--- src/rtl/ring_pkg.sv ---
// ring_pkg -- definitions shared by the LED ring sequencer files.
//   state_t            : sequencer FSM states (IDLE, RUN, HOLD)
//   RING_RESET_PATTERN : ring value after reset or start (bit0 lit)
//   RING_DIV_W         : default prescaler width in bits
package ring_pkg;

  typedef enum logic [1:0] {
    IDLE = 2'd0,
    RUN  = 2'd1,
    HOLD = 2'd2
  } state_t;

  localparam int unsigned RING_RESET_PATTERN = 1;
  localparam int          RING_DIV_W         = 22;

endpackage

--- src/rtl/ring_prescaler.sv ---
// ring_prescaler -- step-rate divider for the LED ring sequencer.
// Counts enabled cycles. TICK is high in the cycle where the count equals DIV,
// and the count returns to 0 at that edge, so one step lasts DIV+1 cycles.
// While EN is low the count holds, which lets a pause resume mid-period.
// Ports:
//   CLK    : clock, rising edge
//   RESETN : asynchronous active-low reset
//   EN     : count enable
//   CLR    : synchronous clear (wins over EN)
//   DIV    : terminal count (step period minus 1)
//   TICK   : combinational terminal-count pulse, only while EN is high
module ring_prescaler
  import ring_pkg::*;
#(
  parameter int DIV_W = RING_DIV_W
) (
  input  logic             CLK,
  input  logic             RESETN,
  input  logic             EN,
  input  logic             CLR,
  input  logic [DIV_W-1:0] DIV,
  output logic             TICK
);

  logic [DIV_W-1:0] count;

  assign TICK = EN && (count == DIV);

  always_ff @(posedge CLK or negedge RESETN) begin
    if (!RESETN) begin
      count <= '0;
    end else if (CLR) begin
      count <= '0;
    end else if (EN) begin
      if (TICK) count <= '0;
      else      count <= count + 1'b1;
    end
  end

endmodule

--- src/rtl/led_ring_sequencer.sv ---
// led_ring_sequencer -- one-hot LED ring stepper with rotate and bounce modes.
// Optional feature macro: RING_BOUNCE_EN. When defined, MODE=1 selects bounce
// (reverse at either end). When undefined, MODE is ignored and the ring always
// rotates; the direction-reversal logic is not built.
// Ports:
//   CLK    : clock, rising edge
//   RESETN : asynchronous active-low reset
//   START  : start request, honoured only in IDLE (and only with STOP low)
//   STOP   : stop request in RUN/HOLD; beats PAUSE and a pending step
//   PAUSE  : level hold; freezes ring and prescaler while high
//   DIR    : 0 = toward MSB, 1 = toward LSB; latched on start
//   MODE   : 0 = rotate, 1 = bounce; latched on start
//   DIV    : step period minus 1; latched on start
//   O      : one-hot ring pattern
//   BUSY   : high in RUN or HOLD
//   TICK   : one-cycle pulse on each step
//   WRAP   : one-cycle pulse on a step that wraps or reverses
module led_ring_sequencer
  import ring_pkg::*;
#(
  parameter int WIDTH = 8,
  parameter int DIV_W = RING_DIV_W
) (
  input  logic             CLK,
  input  logic             RESETN,
  input  logic             START,
  input  logic             STOP,
  input  logic             PAUSE,
  input  logic             DIR,
  input  logic             MODE,
  input  logic [DIV_W-1:0] DIV,
  output logic [WIDTH-1:0] O,
  output logic             BUSY,
  output logic             TICK,
  output logic             WRAP
);

  localparam logic [WIDTH-1:0] RESET_PAT = WIDTH'(RING_RESET_PATTERN);

  state_t           state, state_nx;
  logic [DIV_W-1:0] div_q;
  logic             dir_q;
  logic             start_go;
  logic             run_en;
  logic             clr;
  logic             tick;
  logic             at_end;
  logic [WIDTH-1:0] o_nx;

  assign start_go = (state == IDLE) && START && !STOP;
  // STOP and PAUSE both gate the count enable, so neither cycle can step.
  assign run_en   = (state == RUN) && !STOP && !PAUSE;
  // Holding the count clear throughout IDLE also covers the RUN entry edge.
  assign clr      = (state == IDLE) || STOP;

  ring_prescaler #(
    .DIV_W (DIV_W)
  ) u_prescaler (
    .CLK    (CLK),
    .RESETN (RESETN),
    .EN     (run_en),
    .CLR    (clr),
    .DIV    (div_q),
    .TICK   (tick)
  );

  assign TICK = tick;
  assign WRAP = tick && at_end;
  assign BUSY = (state != IDLE);

  always_comb begin
    state_nx = state;
    case (state)
      IDLE: if (START && !STOP) state_nx = RUN;
      RUN: begin
        if (STOP)       state_nx = IDLE;
        else if (PAUSE) state_nx = HOLD;
      end
      HOLD: begin
        if (STOP)        state_nx = IDLE;
        else if (!PAUSE) state_nx = RUN;
      end
      default: state_nx = IDLE;
    endcase
  end

  always_ff @(posedge CLK or negedge RESETN) begin
    if (!RESETN) state <= IDLE;
    else         state <= state_nx;
  end

`ifdef RING_BOUNCE_EN
  logic mode_q;
  logic bdir;
  logic bdir_nx;
  logic step_dir;

  // Bounce follows its own reversing flag; rotate keeps the latched direction.
  assign step_dir = mode_q ? bdir : dir_q;

  always_comb begin
    o_nx    = O;
    at_end  = 1'b0;
    bdir_nx = bdir;
    if (!step_dir) begin
      at_end = O[WIDTH-1];
      if (mode_q && at_end) begin
        o_nx    = O >> 1;
        bdir_nx = 1'b1;
      end else begin
        o_nx = {O[WIDTH-2:0], O[WIDTH-1]};
      end
    end else begin
      at_end = O[0];
      if (mode_q && at_end) begin
        o_nx    = O << 1;
        bdir_nx = 1'b0;
      end else begin
        o_nx = {O[0], O[WIDTH-1:1]};
      end
    end
  end

  always_ff @(posedge CLK or negedge RESETN) begin
    if (!RESETN) begin
      mode_q <= 1'b0;
      bdir   <= 1'b0;
    end else if (start_go) begin
      mode_q <= MODE;
      bdir   <= DIR;
    end else if (tick) begin
      bdir   <= bdir_nx;
    end
  end
`else
  logic mode_unused;
  assign mode_unused = MODE;

  always_comb begin
    o_nx   = O;
    at_end = 1'b0;
    if (!dir_q) begin
      at_end = O[WIDTH-1];
      o_nx   = {O[WIDTH-2:0], O[WIDTH-1]};
    end else begin
      at_end = O[0];
      o_nx   = {O[0], O[WIDTH-1:1]};
    end
  end
`endif

  always_ff @(posedge CLK or negedge RESETN) begin
    if (!RESETN) begin
      O     <= RESET_PAT;
      div_q <= '0;
      dir_q <= 1'b0;
    end else if (start_go) begin
      O     <= RESET_PAT;
      div_q <= DIV;
      dir_q <= DIR;
    end else if (tick) begin
      O     <= o_nx;
    end
  end

endmodule

--- config.mk ---
export PLATFORM = sky130hd
export DESIGN_NAME = led_ring_sequencer
export DESIGN_NICKNAME = d
export VERILOG_FILES = /design/src/rtl/ring_pkg.sv /design/src/rtl/ring_prescaler.sv /design/src/rtl/led_ring_sequencer.sv
export SDC_FILE = /design/constraint.sdc
export NUM_CORES = 1
export LEC_CHECK = 0
export CAP_MARGIN = 10
export CORE_AREA = 8 8 95 97
export CTS_CLUSTER_SIZE = 24
export DETAILED_ROUTE_END_ITERATION = 6
export DIE_AREA = 0 0 103 105
export GPL_TIMING_DRIVEN = 0
export SLEW_MARGIN = 20
export SYNTH_ARGS = -nofsm -noshare
export SYNTH_HDL_FRONTEND = slang
export SYNTH_HIERARCHICAL = 1
export SYNTH_SLANG_ARGS = --single-unit
--- constraint.sdc ---
create_clock -name CLK -period 2.5 [get_ports CLK]
set_clock_uncertainty 0.1 [all_clocks]
set_input_delay 0.5 -clock CLK [delete_from_list [all_inputs] [get_ports CLK]]
set_output_delay 0.5 -clock CLK [all_outputs]
set_load 0.02 [all_outputs]
Word level (Yosys, flattened, before mapping)
Index checks and enable logic that the tools add are counted.
{"block": "word_totals", "regBits": 55, "inputBits": 29, "out_inout_bits": 11}
{"block": "op_classes", "addsub": 1, "eq_ne": 6, "mux": 13, "n_reduce_logical": 15}
{"operator": "2-to-1 mux 22 bit", "count": 3}
{"operator": "2-to-1 mux 8 bit", "count": 3}
{"operator": "adder 22 x 1 -> 22 bit (second input constant)", "count": 1}
{"operator": "== test 22 bit", "count": 1}
{"operator": "2-to-1 mux 2 bit", "count": 5}
{"operator": "logical AND 1 bit", "count": 7}
{"operator": "inequality test 3 bit (second input constant)", "count": 2}
{"operator": "one-hot mux 2 bit (3 select lines)", "count": 1}
{"operator": "nonzero test 2 bit", "count": 3}
{"operator": "AND reduction 3 bit", "count": 1}
{"operator": "== test 2 x 1 -> 1 bit (second input constant)", "count": 1}
{"operator": "== test 2 bit (second input constant)", "count": 1}
{"operator": "zero test 1 bit", "count": 2}
{"operator": "zero test 2 bit", "count": 1}
{"operator": "inequality test 2 x 1 -> 1 bit (second input constant)", "count": 1}
{"operator": "logical OR 1 bit", "count": 1}
{"operator": "2-to-1 mux 1 bit", "count": 1}

Depth between registers and ports, before layout
{"block": "depth", "word_depth": 7, "mapped_depth": 9, "mapped_depth_nobuf": 7}

Modules after synthesis
Netlist, hierarchy kept.
{"mod": "ring_prescaler", "instances": 1, "cells_per_inst": 172, "area_each_um2": 1486.4}
{"mod": "led_ring_sequencer", "instances": 1, "cells_per_inst": 98, "area_each_um2": 1415.1}

Least setup slack after synthesis
OpenSTA, ideal clock, no wires.
{"block": "synth_timing", "path_kind": "input port to output port", "start": "input STOP", "end": "output WRAP", "arrival_time_ns": 2.419, "required_ns": 1.900, "setup_slack_ns": -0.519, "cell_stages": 7, "path_buffers": 2, "cell_sequence": "nor4b_1 nand4_1 nor4_1 and3_1 buf_2 clkbuf_1 nor2b_1"}
{"block": "synth_via", "elab_chain_cells": 5}
{"item": "start: declaration", "line_no": "led_ring_sequencer.sv:27", "rtl": "input logic STOP,"}
{"item": "zero test 1 bit", "line_no": "led_ring_sequencer.sv:52", "rtl": "assign run_en = (state == RUN) && !STOP && !PAUSE;"}
{"item": "logical AND 1 bit (2 in a row)", "line_no": "led_ring_sequencer.sv:52"}
{"item": "logical AND 1 bit", "line_no": "ring_prescaler.sv:27", "rtl": "assign TICK = EN && (count == DIV);"}
{"item": "via TICK", "line_no": "led_ring_sequencer.sv:34", "rtl": "output logic TICK,"}
{"item": "logical AND 1 bit", "line_no": "led_ring_sequencer.sv:68", "rtl": "assign WRAP = tick && at_end;"}
{"item": "end: declaration", "line_no": "led_ring_sequencer.sv:35", "rtl": "output logic WRAP"}
The timed path passes the listed nets, and every way through them passes these cells.

Worst setup path after layout
{"block": "layout_timing", "start": "register u_prescaler.count[18]", "end": "output WRAP"}
{"block": "layout_via", "elab_chain_cells": 3}
{"item": "start: declaration", "line_no": "ring_prescaler.sv:25", "rtl": "logic [DIV_W-1:0] count;"}
{"item": "start signal: assignment", "line_no": "ring_prescaler.sv:36", "rtl": "else count <= count + 1'b1;"}
{"item": "== test 22 bit", "line_no": "ring_prescaler.sv:27"}
{"item": "logical AND 1 bit", "line_no": "ring_prescaler.sv:27"}
{"item": "logical AND 1 bit", "line_no": "led_ring_sequencer.sv:68"}
Every way passes these cells.

==> out/qor.txt <==
Input/output buffers -> 38
Clock Tree Root -> clkbuf_8
Startpoint Class -> flip-flop
VDD IR max -> 292 uV
Cts bufs inserted -> 5
Critical Path RT -> 1.90 ns
Grt ovf -> 0
Number of synthesized flops with an enable pin -> 0
Drt drc -> 0
Max cap viols -> 0
Total power -> 1.93 mW
#FFs+latches synth -> 55
Slew @ Worst Pin -> 0.704 ns
WL per Instance -> 16.7 um
P&R area growth vs syn -> 28.1%
Final hold vios -> 0
Largest net degree at the start of global routing -> 56
RSZ-0062 raised after global routing -> true
Register clock-pin slew on the reported worst setup and hold paths -> 0.10 ns
H-tree Lvls -> 2
Setup TNS -> -0.232 ns
DIE HEIGHT -> 105 um
Layout Nets -> 355
Ratio of final minimum period to clock period -> 1.06
# setup viols final -> 2
CP endpoint kind -> output port
Min-Delay Path Class -> input pin to asynchronous set/reset pin
Rows -> 32
Yosys warnings -> 6
Syn Nets -> 300
Die area -> 10,800 um^2
Layout cell share with drive strength beyond 1 -> 0.294
Critical path peak fanout -> 5
Critical path class -> flip-flop to output port
Die Width -> 103 um
Max Fclk -> 378 MHz
Run status -> finished, violations left
Sequential Area -> 1390 um^2
Mapped cell area -> 2900 um^2
Relative slew margins -> 0.527
First-pass GRT wire length -> 12.0 mm
Most frequent cells in the layout -> dfrtp_1 (44), clkdlybuf4s50_1 (33), mux2_2 (22)
CTS Buffer Depth -> 2
Antenna Diode Count -> 0
RD Place Congestion -> 0.810
Drt pass-1 iters -> 4
Vias in the first global route -> 2,370
Global Route Usage Sum -> 0.140
CP cell instances -> xnor2_2 > nand4_1 > nor4_4 > and3_4 > buf_8 > nor2b_4 > buf_6
Initial antenna violation count -> 0
Gate Count Post-Synth -> 270
Hpwl dp -> 5.09 mm
Slew Viols, Final -> 0
Final min period -> 2.64 ns
Vias/cell -> 5.25
Static Leak -> 1.52 nW
Main synth FF type -> dfrtp_1
Worst endpoint data arrival time -> 2.04 ns
CORE AREA -> 7530 um^2
Placed cells -> 410
Hold WS -> 0.117 ns
Total clock sinks -> 55
Violated checks -> setup timing
Starting Density -> 0.385
Reg2Reg Depth -> 7
IO Count -> 40
Final wirelength -> 7.15 mm
CP max-delay cell -> dfrtp_1
Sequential element share of the synthesized area -> 0.475
Async SR Flop Fraction -> 1.00
1st-iter DRT viols -> 70
Worst Slack Setup Final -> -0.142 ns
CTS tree -> yes
Largest stage delay on the critical path -> 0.45 ns
Final ANT Viol Nets -> 0
Fill cells -> 723
Commonest non-fill, non-tap cell in the layout -> dfrtp_1
Final Non-Filler Cells -> 428
Cell area power density -> 519 nW/um^2
Multi-input logic area -> 1500 um^2
Yosys cell types -> 48
Vias -> 2,247
Clk_lat worst skew -> 0.31 ns
Syn Area/Cell -> 10.7 um^2
-- power breakdown --
part	total, mW	switching [mW]	internal [mW]
Sequential	1.06	0.0766	0.982
Combinational	0.385	0.167	0.218
Clock	0.484	0.284	0.200
Total	1.93	0.528	1.40
-- registers in the layout, indices dropped and copies added, names as in the netlist --
signal and cells:
O 8, u_prescaler/count 22, state 2, div_q 22, dir_q 1
-- per-stage QoR --
step | setup WS [ns] | utilization | area [um^2]
3_3_place_gp | -1.30 | 0.458 | 3450
2_1_floorplan | -0.0611 | - | 2940
6_report | -0.142 | 0.494 | 3720
4_1_cts | -0.115 | 0.484 | 3640
3_5_place_dp | -1.31 | 0.458 | 3450
5_1_grt | -0.242 | 0.494 | 3720
-- synth_stat cells, types with 4 or more instances --
| library cell | n | area (um^2) |
|---|---|---|
| a21oi_1 | 8 | 40.0 |
| nor4_1 | 4 | 25.0 |
| nand3_1 | 19 | 95.1 |
| xnor2_1 | 15 | 131 |
| nand2_1 | 20 | 75.1 |
| buf_2 | 5 | 25.0 |
| nand4_1 | 7 | 43.8 |
| nor2_1 | 19 | 71.3 |
| mux2i_1 | 10 | 100 |
| buf_6 | 5 | 56.3 |
| a211oi_1 | 7 | 52.6 |
| and3_1 | 6 | 37.5 |
| o311ai_0 | 6 | 52.6 |
| inv_1 | 6 | 22.5 |
| dfrtp_1 | 54 | 1350 |
| mux2_2 | 22 | 248 |
| clkbuf_1 | 4 | 15.0 |
| xor2_1 | 10 | 87.6 |
-- cell families (layout without fill, tap and decap cells) --
| logic type | after synthesis | after routing | synth area share |
|---|---|---|---|
| buffers and inverters | 24 | 80 | 0.0483 |
| XOR/XNOR | 25 | 25 | 0.0755 |
| AO/OA/AOI/OAI | 38 | 38 | 0.0953 |
| flip-flops | 55 | 55 | 0.475 |
| multiplexers | 34 | 34 | 0.128 |
| adder cells (fa/ha/maj) | 1 | 1 | 0.00431 |
| AND/OR/NAND/NOR | 93 | 93 | 0.174 |
-- final cells by class --
type,count,share of cell area
buffer,12,0.0266
clock buffer,8,0.0215
inverter,7,0.00707
multi-input combinational,191,0.404
sequential,55,0.374
tap,102,0.0343
timing repair buffer,53,0.132
-- path summary, 6_finish.rpt --
check,slack [ns],to,from
setup / recovery,-0.14,WRAP,u_prescaler/count[18]$_DFFE_PN0P_
hold / removal,0.12,div_q[21]$_DFFE_PN0P_,RESETN
setup reg to reg,0.03,u_prescaler/count[18]$_DFFE_PN0P_,u_prescaler/count[6]$_DFFE_PN0P_
hold reg to reg,0.42,div_q[4]$_DFFE_PN0P_,div_q[4]$_DFFE_PN0P_
max in group asynchronous,1.64,u_prescaler/count[4]$_DFFE_PN0P_,RESETN
min in group CLK,0.37,state[1]$_DFFE_PN0P_,STOP
-- layer usage --
metal  wire (um)  share of wire  track usage  vias up
met4          86          0.012       0.0455        0
met1        3400           0.48        0.191     1125
li1            -              -            -     1074
met2        3440           0.48        0.218       40
met5           0              0            0        -
met3         224          0.031       0.0259        8
-- worst max-delay path: cells and delay by family (launching register included) --
| family | cells | cell delay, ns |
|---|---|---|
| flip-flops | 1 | 0.45 |
| buffers and inverters | 2 | 0.22 |
| XOR/XNOR | 1 | 0.19 |
| AND/OR/NAND/NOR | 4 | 0.88 |
-- what timing repair did --
item	4_1_cts	5_1_grt
hold endpoints to repair	0	0
pin swaps	12	3
setup endpoints to repair	23	20
buffers inserted	9	6
resized for setup	38	19
hold buffers	0	0
(Power assumes the default switching activity.)
